===== src/rtl/binary_to_gray_recon.sv =====
// binary_to_gray_recon
//   Turns a thresholded binary pixel stream (0 / 4095) back into a 12-bit grayscale stream.
//   Each output pixel is the count of set pixels in a sliding horizontal window of WIN = 2**LOG2_WIN
//   valid pixels, scaled to 12 bits. The window restarts at every line start by filling all taps
//   with the first pixel of the line (left-edge replicate), so no history leaks between lines.
//
// Parameters
//   LINE_WIDTH  valid pixels per line; the column counter wraps after LINE_WIDTH-1
//   LOG2_WIN    log2 of the window length; legal range 1..6
//
// Ports
//   iCLK    in   1   pixel clock
//   iRST    in   1   asynchronous, active-high reset
//   iDVAL   in   1   input pixel valid, one pixel per cycle while high
//   iDATA   in   12  binary pixel; only iDATA[11] is used
//   oDVAL   out  1   output pixel valid, iDVAL delayed by one cycle
//   oDATA   out  12  reconstructed gray pixel; holds its value while oDVAL is low

module binary_to_gray_recon #(
   parameter int unsigned LINE_WIDTH = 640,
   parameter int unsigned LOG2_WIN   = 3
) (
   input  logic        iCLK,
   input  logic        iRST,
   input  logic        iDVAL,
   input  logic [11:0] iDATA,
   output logic        oDVAL,
   output logic [11:0] oDATA
);

   localparam int unsigned WIN   = 1 << LOG2_WIN;
   localparam int unsigned COL_W = (LINE_WIDTH > 1) ? $clog2(LINE_WIDTH) : 1;
   localparam int unsigned SUM_W = LOG2_WIN + 1;
   localparam int unsigned SHIFT = 12 - LOG2_WIN;

   localparam logic [COL_W-1:0] COL_LAST = COL_W'(LINE_WIDTH - 1);
   localparam logic [SUM_W-1:0] SUM_FULL = SUM_W'(WIN);

   logic [COL_W-1:0] col_q, col_d;
   logic [WIN-1:0]   taps_q, taps_d;    // taps_q[WIN-1] is the oldest pixel
   logic [SUM_W-1:0] sum_q, sum_d;
   logic             dval_q, dval_d;
   logic [11:0]      data_q, data_d;

   logic pix;
   logic oldest;
   logic line_start;
   logic unused_data_lsbs;

   assign pix              = iDATA[11];
   assign oldest           = taps_q[WIN-1];
   assign line_start       = (col_q == '0);
   assign unused_data_lsbs = ^iDATA[10:0];

   always_comb begin
      col_d  = col_q;
      taps_d = taps_q;
      sum_d  = sum_q;
      dval_d = 1'b0;
      data_d = data_q;

      if (iDVAL) begin
         dval_d = 1'b1;

         if (line_start) begin
            // Replicate the first pixel into every tap; those taps then age out like real pixels.
            taps_d = {WIN{pix}};
            sum_d  = pix ? SUM_FULL : '0;
         end else begin
            taps_d = {taps_q[WIN-2:0], pix};
            // sum_q already counts oldest, so this never underflows and never exceeds WIN.
            sum_d  = sum_q + SUM_W'(pix) - SUM_W'(oldest);
         end

         col_d = (col_q == COL_LAST) ? '0 : col_q + 1'b1;

         // A full window would scale to 4096, so saturate it to full white.
         data_d = (sum_d == SUM_FULL) ? 12'hFFF : (12'(sum_d) << SHIFT);
      end
   end

   always_ff @(posedge iCLK or posedge iRST) begin
      if (iRST) begin
         col_q  <= '0;
         taps_q <= '0;
         sum_q  <= '0;
         dval_q <= 1'b0;
         data_q <= '0;
      end else begin
         col_q  <= col_d;
         taps_q <= taps_d;
         sum_q  <= sum_d;
         dval_q <= dval_d;
         data_q <= data_d;
      end
   end

   assign oDVAL = dval_q;
   assign oDATA = data_q;

endmodule


===== config.mk =====
export PLATFORM = sky130hd
export DESIGN_NAME = binary_to_gray_recon
export DESIGN_NICKNAME = d
export VERILOG_FILES = /design/src/rtl/binary_to_gray_recon.sv
export SDC_FILE = /design/constraint.sdc
export NUM_CORES = 1
export LEC_CHECK = 0
export BUFFER_PORTS_ARGS = -buffer_cell sky130_fd_sc_hd__buf_4
export CAP_MARGIN = 10
export CORE_MARGIN = 2
export CORE_UTILIZATION = 50
export DETAILED_ROUTE_END_ITERATION = 10
export PLACE_DENSITY = 0.73
export SYNTH_ARGS = -nofsm -noshare
export SYNTH_HDL_FRONTEND = slang
export SYNTH_SLANG_ARGS = --single-unit

===== constraint.sdc =====
create_clock -name iCLK -period 2.18 [get_ports iCLK]
set_input_delay 0.109 -clock iCLK [delete_from_list [all_inputs] [get_ports iCLK]]
set_output_delay 0.109 -clock iCLK [all_outputs]
set_load 0.01 [all_outputs]

==> results, run 1 <==
- The final number of max-transition violations is 0.
- The share of the Yosys chip area taken by registers is 46.1%.
- The post-synthesis to final-layout area growth is 12.9%.
- The most used flip-flop cell after synthesis is sky130_fd_sc_hd__dfrtp_1.
- The fraction of post-synthesis cell area in the top cell type by area is 46.1%.
- In the global route stage, met2 resource usage came out at about a third.
- In this run the worst hold path is classified as input port to flop.
- The number of sinks on the clock net is 27.
- The share of the synthesized area in compound gates (AO/OA/AOI/OAI) is around 15%.
- The clock latency reported for the late side of the worst-skew pair is 0.32 ns.
- During I/O placement, the number of pins put on the boundary was 28.
- The XOR/XNOR share of the synthesized area is under 10%.
- The total routing resource utilization after global routing is 18.7%.
- Traced cell by cell, the critical path runs through inv_1, ha_1, or4b_4, or3_4, a211oi_1, o22ai_2.
- The post-detailed-route count of antenna-violating nets is 0.
- Global routing used between 20 and 25% of the available met1 tracks.
- The fraction of layout cells with a size suffix above 1 is a little under a quarter.
- The tool flagged a number of max-cap violations equal to 0.
- The die is 58.1 um tall.
- After detailed routing, the number of remaining DRC violations is 0.
- The distinct cell type count after synthesis is 37.
- The antenna diode count is 0.
- The number of storage elements in the synthesis netlist is 27.
- The cell with the biggest individual delay on the critical path is sky130_fd_sc_hd__or4b_4.
- The critical setup path kind is flop to flop.
- Power spread over the standard cell area amounts to about 1500 mW/mm^2.
- The count of final hold-check violations is 0.
- The filler cells instantiated in the layout total 230.
- The maximum count of clock buffers along a single path is 2.
- The largest fanout of any net on the critical path is 8.
- Summed over all layers, the global routing overflow is 0.
- The number of nets handed over by synthesis was roughly 170.
- The final critical-path required period is ~2.2 ns.
- By area the synthesized netlist is led by sky130_fd_sc_hd__dfrtp_1 (46%), sky130_fd_sc_hd__a21oi_1 (6.5%), sky130_fd_sc_hd__ha_1 (5.1%).
- The simple logic cell fraction of the synthesized area is between 10% and 20%.
- The count of yosys warnings during synthesis is 0.
- Of the total synthesized cell area, the portion taken by full adders, half adders and majority gates is 6.49%.
- The die covers between 0.003 and 0.004 mm^2.
- The netlist area before placement is between 0.001 and 0.0015 mm^2.
- For this run, the top clock speed supported by timing is between 0.4 and 0.5 GHz.
- In the final layout, the multi-input gates occupy 686 um^2.
- Summed over all layers, the routed wires come to roughly 2900 um.
- The flip-flop and latch area is ~680 um^2.
- Measured along the x axis, the die boundary spans just under 60 um.
- In the routed layout, each cell is associated on average with a via count of just under 6.
- The top cell type by total area after synthesis is sky130_fd_sc_hd__dfrtp_1.
- Multiplexer cells account for less than 1% of the synthesized area.
- CTS built an H-tree with a depth of 1.
- At the pin with the least slew margin, the transition time is 0.696 ns.
- Clock-pin slew was measured on the worst setup and hold paths at ~0.15 ns.
- In this run, CTS created clock tree buffers numbering 3.
- The data required time of the worst path is about 2.4 ns.
- The wire length of the first global-routing pass is around 4900 um.
- For this run, global-route usage on met3 was measured as between 2 and 2.5%.
- The average instance area after synthesis is around 9.6 um^2.
- Summed over all cells, the static leakage comes to 0.734 nW.
- The number of nets in the final layout is 190.
- The final worst hold slack is a little under 0.06 ns.
- Entering global routing, the biggest net connects 35 pins.
- Headroom to the max-slew limit came out at around 53%.
- The routed layout has ~1100 vias.
- The worst path uses about 100% of the clock period.
- The post-synthesis async set-or-reset flop share is 100%.
- The clock tree root buffer cell is sky130_fd_sc_hd__clkbuf_4.
- The final-report setup violation count is 0.
- The congestion estimate from routability-driven global placement came to between 0.7 and 0.8.
- Synthesis produced approximately 150 cells.
- The number of port buffers is 16.
- Once the floorplan was initialized, standard cells occupied approximately 53% of the core.
- The critical path startpoint category is a flop.
- For this run, the detailed router's first-pass iteration total came to 4.
- The via count of the first global-routing pass was about 1200.
- VDD sags by at most 1100 uV.
- The design draws between 0.002 and 0.0025 W.
- The core area is around 0.0028 mm^2.
- The main combinational cell family by area after synthesis is simple AND/OR/NAND/NOR gates.
- TritonCTS built the clock tree.
- In this run the core area contains 19 standard-cell rows.
- The average wire per cell in the routed design is approximately 15 um.
- The flow ran to the end, and the final reports show no timing, DRC or antenna violations.
- The endpoint kind of the worst setup timing path is a flop.
- The worst clock skew is 0.0145 ns.
- The number of antenna violations at the first check in global routing is 0.
- After global routing, the most crowded layer is met2.
- The initial detailed-routing violation count is 41.
- In this design, the stage delay of the slowest critical-path cell is 0.46 ns.
- The count of flip-flops with a built-in enable after synthesis is 0.
- The arrival time of data at the critical path endpoint is 2.38 ns.
- The half-perimeter wire length of the detailed placement result is about 2100 um.
-- registers in the layout (all words and copies together), names as in the netlist --
register,cells
col_q,10
taps_q,8
oDATA,4
sum_q,4
oDVAL,1
-- cell type report --
class                   instances  area share, %
multi-input cells             100           41.5
flip-flops and latches         27           40.8
repair buffers                 24           11.0
inverters                      12           2.72
well taps                      31           2.34
clock buffers                   4           1.59
-- cell families (layout without fill, tap and decap cells) --
logic type	after synthesis	in the layout
AOI/OAI and AO/OA	36	36
buffers and inverters	25	40
and+or+nand+nor	46	46
DFF	27	27
adders and majority gates	7	7
xor gates and xnor gates	10	10
muxes	1	1
-- cell usage after synthesis (3+ instances only) --
library cell / number
sky130_fd_sc_hd__a211oi_1: 3
sky130_fd_sc_hd__a21oi_1: 19
sky130_fd_sc_hd__buf_4: 8
sky130_fd_sc_hd__dfrtp_1: 27
sky130_fd_sc_hd__ha_1: 6
sky130_fd_sc_hd__inv_1: 12
sky130_fd_sc_hd__nand2_1: 9
sky130_fd_sc_hd__nand3_1: 5
sky130_fd_sc_hd__nand4_1: 3
sky130_fd_sc_hd__nor2_1: 15
sky130_fd_sc_hd__o21ai_0: 6
sky130_fd_sc_hd__xnor2_1: 8
-- where the power goes --
part           internal, W  leakage, nW  switching, W  total (W)
Combinational     0.000637        0.396      0.000721    0.00136
Sequential        0.000694        0.323      0.000156   0.000850
Clock            0.0000715       0.0150      0.000140   0.000211
-- worst max-delay path, delay by kind of cell (launching register included) --
| kind | cells | cell delay (ns) |
|---|---|---|
| compound gates | 2 | 0.56 |
| fa+ha+maj | 1 | 0.14 |
| buf+inv | 1 | 0.08 |
| flops | 1 | 0.42 |
| simple gates | 2 | 0.86 |
-- cells in the final DEF, fill, tap and decap left out, types with 2 or more instances in the layout --
cell,n
sky130_fd_sc_hd__a211oi_1,3
sky130_fd_sc_hd__a21oi_1,19
sky130_fd_sc_hd__buf_4,23
sky130_fd_sc_hd__clkbuf_4,3
sky130_fd_sc_hd__dfrtp_1,27
sky130_fd_sc_hd__ha_1,6
sky130_fd_sc_hd__inv_1,12
sky130_fd_sc_hd__nand2_1,9
sky130_fd_sc_hd__nand3_1,4
sky130_fd_sc_hd__nand4_1,3
sky130_fd_sc_hd__nor2_1,15
sky130_fd_sc_hd__nor4_1,2
sky130_fd_sc_hd__o21ai_0,5
sky130_fd_sc_hd__o22ai_2,2
sky130_fd_sc_hd__xnor2_1,8
sky130_fd_sc_hd__xor2_1,2
-- what timing repair did --
| item | in CTS | in global routing |
|---|---|---|
| hold endpoints to repair | 27 | 0 |
| endpoints found under the setup margin | 1 | 8 |
| pin swaps | 0 | 2 |
| gates resized for setup | 1 | 7 |
| setup buffers | 0 | 1 |
| hold buffers | 1 | 0 |
-- worst paths after layout --
kind,startpoint,end,slack (ns),depth (start not counted)
hold reg to reg,taps_q[0],taps_q[0],0.54,1
max in group asynchronous,iRST,taps_q[4],1.53,4
setup / recovery,col_q[1],oDATA[10],0.009,6
setup reg to reg,col_q[1],oDATA[10],0.009,6
min in group asynchronous,iRST,col_q[7],0.38,4
hold / removal,iDATA[11],taps_q[0],0.06,2
-- through the flow --
step | cell area, um^2 | TNS (ns) | instances | util, % | worst slack [ns]
2_1_floorplan | 1470 | 0 | 152 | - | 0.183
3_3_place_gp | 1570 | 0 | 192 | 56.6 | 0.0782
3_5_place_dp | 1570 | 0 | 192 | 56.6 | 0.00421
4_1_cts | 1620 | 0 | 197 | 58.1 | 0.0331
5_1_grt | 1650 | -0.131 | 198 | 59.5 | -0.0882
6_report | 1650 | 0 | 198 | 59.5 | 0.00877
-- metal layers --
metal	up-vias	wire, um
li1	549	-
met2	31	1570
met5	-	0
met4	0	38
met1	562	1170
met3	4	123
(Power assumes the default switching activity.)
==> run 2, diff against run 1 <==
--- a/config.mk
+++ b/config.mk
@@ -5,11 +5,13 @@
 export SDC_FILE = /design/constraint.sdc
 export NUM_CORES = 1
 export LEC_CHECK = 0
+export ABC_AREA = 1
 export BUFFER_PORTS_ARGS = -buffer_cell sky130_fd_sc_hd__buf_4
 export CAP_MARGIN = 10
 export CORE_MARGIN = 2
 export CORE_UTILIZATION = 50
 export DETAILED_ROUTE_END_ITERATION = 10
+export MAX_ROUTING_LAYER = met4
 export PLACE_DENSITY = 0.73
 export SYNTH_ARGS = -nofsm -noshare
 export SYNTH_HDL_FRONTEND = slang
==> run 2 against run 1 <==
Worst hold slack got worse by 0.056 ns. Total power decreased by 22%. First-iteration DRC count decreased by 54%. Via count decreased by 5.1%. Synthesized cell count increased by 13%. Maximum frequency increased by 11%. Cell area decreased by 4.2%. Critical path depth increased by 2. Non-clock buffer count decreased by 6. Critical path type unchanged.
==> results, run 2 <==
- Sorting the synthesized cells by how often they occur yields sky130_fd_sc_hd__nand2_1 (40), sky130_fd_sc_hd__dfrtp_1 (27), sky130_fd_sc_hd__inv_1 (22), sky130_fd_sc_hd__nor2_1 (14), sky130_fd_sc_hd__nand3_1 (10).
- The net count of the finished layout is between 200 and 250.
- The post-synthesis async set-or-reset flop share is 100%.
- The met2 capacity usage during global routing is roughly 28%.
- For this run, global-route usage on met3 was measured as between 4 and 5%.
- The total CTS buffers is 3.
- The initial utilization of the core area, before any placement, comes to 53.0%.
- The half-perimeter wire length of the detailed placement result is ~1800 um.
- The count of flip-flops with a built-in enable after synthesis is 0.
- The antenna diode count is 0.
- The largest registers in the layout are col_q x10, taps_q x8.
- From synthesis to final layout, the design area changed by 8.48%.
- For the finished layout, the period the worst path requires is approximately 2 ns.
- The count of H-tree levels built during CTS is 1.
- The number of sinks on the clock net is 27.
- Registers are responsible for roughly 44% of the overall power.
- The slew at the pin with the worst max-slew slack is ~0.34 ns.
- The cell with the biggest individual delay on the critical path is sky130_fd_sc_hd__dfrtp_1.
- Setup repair after global routing left no endpoint under its margin.
- The critical setup path kind is flop to flop.
- The average instance in the mapped netlist occupies ~8.5 um^2.
- The number of antenna violations at the first check in global routing is 0.
- Across all layers, the routed design uses 1088 vias.
- The average wire per cell in the routed design is around 12 um.
- Of all nets on the critical path, the largest fanout is 4.
- Setup violations remaining at the end of the flow were counted as 0.
- The signal on the critical path passes through ha_1, inv_1, ha_1, fa_1, xor2_1, a21oi_2, nand3_2, nand2_1.
- After clock tree synthesis, the clock-pin slew on the worst setup and hold paths is approximately 0.15 ns.
- The first global-routing pass estimated around 4300 um of wire.
- The count of cells in the finished layout, fillers not included, comes to ~210.
- The final RePlAce weighted congestion is 0.771.
- The maximum count of clock buffers along a single path is 2.
- The clock tree root buffer cell is sky130_fd_sc_hd__clkbuf_4.
- The final number of max-transition violations was 0.
- The cell count after synthesis came out at 172.
- The height of the chip is slightly below 60 um.
- The arrival time of data at the critical path endpoint is approximately 2.3 ns.
- The post-CTS setup-driven buffer insertion count is 0.
- The run finished with clean final reports.
- The cell-internal power is 0.00110 W.
- The design draws 0.00188 W.
- Yosys mapped the design onto 26 distinct sky130hd cell types.
- The worst hold path begins at iDATA[11].
- The die width is ~58 um.
- The cell with the most instances after synthesis is sky130_fd_sc_hd__nand2_1.
- The share of the Yosys chip area taken by registers is a little under half.
- The top cell type by total area after synthesis is sky130_fd_sc_hd__dfrtp_1.
- The power spent charging and discharging nets is 0.000787 W.
- The critical path starts at taps_q[7].
- The data required time of the worst path is roughly 2.5 ns.
- Clock latency on the worst-skew pair, taken at its later pin, is 0.34 ns.
- The netlist area before placement is about 0.0015 mm^2.
- The via count of the first global-routing pass is around 1000.
- The number of placed instances with taps included is 209.
- VDD sags by at most 802 uV.
- The path type of the worst min-delay path is input port to flop.
- Summed over all cells, the static leakage comes to approximately 0.84 nW.
- The top cell type by area accounts for 46.2% of the synthesized area.
- The number of port buffers is 16.
- In this run the core area contains 19 standard-cell rows.
- Yosys attributes the largest share of cell area to sky130_fd_sc_hd__dfrtp_1 (46%), sky130_fd_sc_hd__nand2_1 (10%), sky130_fd_sc_hd__inv_1 (5.7%).
- During I/O placement, the number of pins put on the boundary was 28.
- Yosys printed 0 warnings.
- The core area is approximately 0.0028 mm^2.
- Counting stages on the worst path, the most repeated cell is sky130_fd_sc_hd__ha_1.
- The setup total negative slack is 0 ns.
- Together, buffers and inverters on the worst path number 1.
- The endpoint kind of the worst setup timing path is a flop.
- The count of final hold-check violations is 0.
- The startpoint identified for the worst register-to-register timing path is taps_q[7].
- The highest clock frequency the design can meet is ~0.51 GHz.
- The detail route stage leaves a number of antenna-violating nets equal to 0.
- TritonCTS built the clock tree.
- The total routing resource utilization after global routing is 16.9%.
- Max-cap violations in this run came to 0.
- The number of resized instances in the post-cts repair step is 0.
- The maximum number of pins on one net before global-route repair is 28.
- The final clock period utilization by the worst path is 90.0%.
- The register with the most flip-flops in the layout has 10 of them.
- The delay of the slowest critical-path stage is between 0.4 and 0.5 ns.
- Before antenna repair, the detailed router went through 4 iterations.
- The portion of total power attributed to combinational logic is between 40% and 50%.
- In this run the tightest slew margin relative to its limit is between 70 and 80%.
- After synthesis the netlist holds a flip-flop and latch count of 27.
- The most used flip-flop cell after synthesis is sky130_fd_sc_hd__dfrtp_1.
- The largest register by flop count is col_q.
- The library cell used most frequently in the layout, excluding fill and tap cells, is sky130_fd_sc_hd__nand2_1.
- The net count after synthesis is about 190.
- The clock network accounts for roughly an eighth of the total power.
- Broken down by cell family, the worst path's largest delay share belongs to adder cells.
- The critical path startpoint category is a flop.
- The worst clock skew is about 0.012 ns.
- In the layout the commonest cells are sky130_fd_sc_hd__nand2_1 (40), sky130_fd_sc_hd__dfrtp_1 (27), sky130_fd_sc_hd__inv_1 (22).
- The number of DRC violations after detailed routing is 0.
- In this run switching power makes up a little over two fifths of total power.
- The ratio of total power to cell area is roughly 1200 mW/mm^2.
- After clock tree synthesis, the flow added hold-fix buffers numbering 1.
- The detail-routed via count per cell is approximately 5.1.
- The leftover overflow at the end of global routing is 0.
- In this run, the number of DRC markers left after iteration 0 of detailed routing was 19.
- The global-route track usage on met1 is about a fifth.
- The routed wire length is 2500 um.
- Of the cells placed in the final design, the portion with a size suffix greater than 1 is 18.6%.
- The floorplan step defined a die boundary enclosing around 0.0034 mm^2.
- The most used routing layer is met2.
[run 2: cells by family after synthesis]
logic type | after synthesis | share of synthesized area, %
XOR/XNOR | 8 | 4.79
flip-flops | 27 | 46.2
adder cells (fa/ha/maj) | 7 | 6.51
buffers and inverters | 35 | 11.6
AO/OA/AOI/OAI | 17 | 6.34
AND/OR/NAND/NOR | 78 | 24.5
[run 2: path summary, 6_finish.rpt]
kind | slack [ns] | cells after the start | endpoint
max | 0.22 | 8 | oDATA[9]
min | 0.003 | 3 | taps_q[0]
max reg2reg | 0.22 | 8 | oDATA[9]
min reg2reg | 0.51 | 2 | taps_q[0]
max in group asynchronous | 1.56 | 4 | col_q[0]
min in group asynchronous | 0.36 | 4 | oDATA[11]
[run 2: power groups by stage]
stage,sequential [W],combinational [W],clock [W]
after floorplan,0.000815,0.000648,0
after global placement,0.000818,0.000801,0
after detailed placement,0.000829,0.000839,0
after CTS,0.000822,0.000846,0.000234
after global routing,0.000847,0.000978,0.000244
final,0.000824,0.000835,0.000226
[run 2: metrics by stage]
| step | cell area, um^2 | hold slack, ns | util, % | worst slack, ns |
|---|---|---|---|---|
| 3_3_place_gp | 1550 | 0.188 | 56.1 | 0.300 |
| 3_5_place_dp | 1550 | 0.195 | 56.1 | 0.261 |
| 5_1_grt | 1590 | 0.0214 | 57.5 | 0.115 |
| 2_1_floorplan | 1460 | 0.140 | - | 0.384 |
| 6_report | 1590 | 0.00332 | 57.5 | 0.217 |
| 4_1_cts | 1590 | 0.00522 | 57.5 | 0.225 |
[run 2: per-layer routing]
| metal | up-vias | share of wire (%) | wire length (um) |
|---|---|---|---|
| met5 | - | 0 | 0 |
| met4 | 0 | 1.8 | 44 |
| met2 | 32 | 47 | 1180 |
| met1 | 503 | 45 | 1130 |
| li1 | 548 | - | - |
| met3 | 5 | 5.4 | 136 |
[run 2: layout make-up]
cell class / count / area, um^2
well taps: 31 / 38.8
inverters: 24 / 90.1
fillers: 228 / 1170
clock inverters: 1 / 5.00
multi-input cells: 110 / 616
clock buffers: 3 / 22.5
repair buffers: 18 / 138
flip-flops and latches: 27 / 676
[run 2: worst min-delay path, delay by kind of cell]
kind / cells / cell delay, ns
simple gates: 2 / 0.11
buf+inv: 1 / 0.11
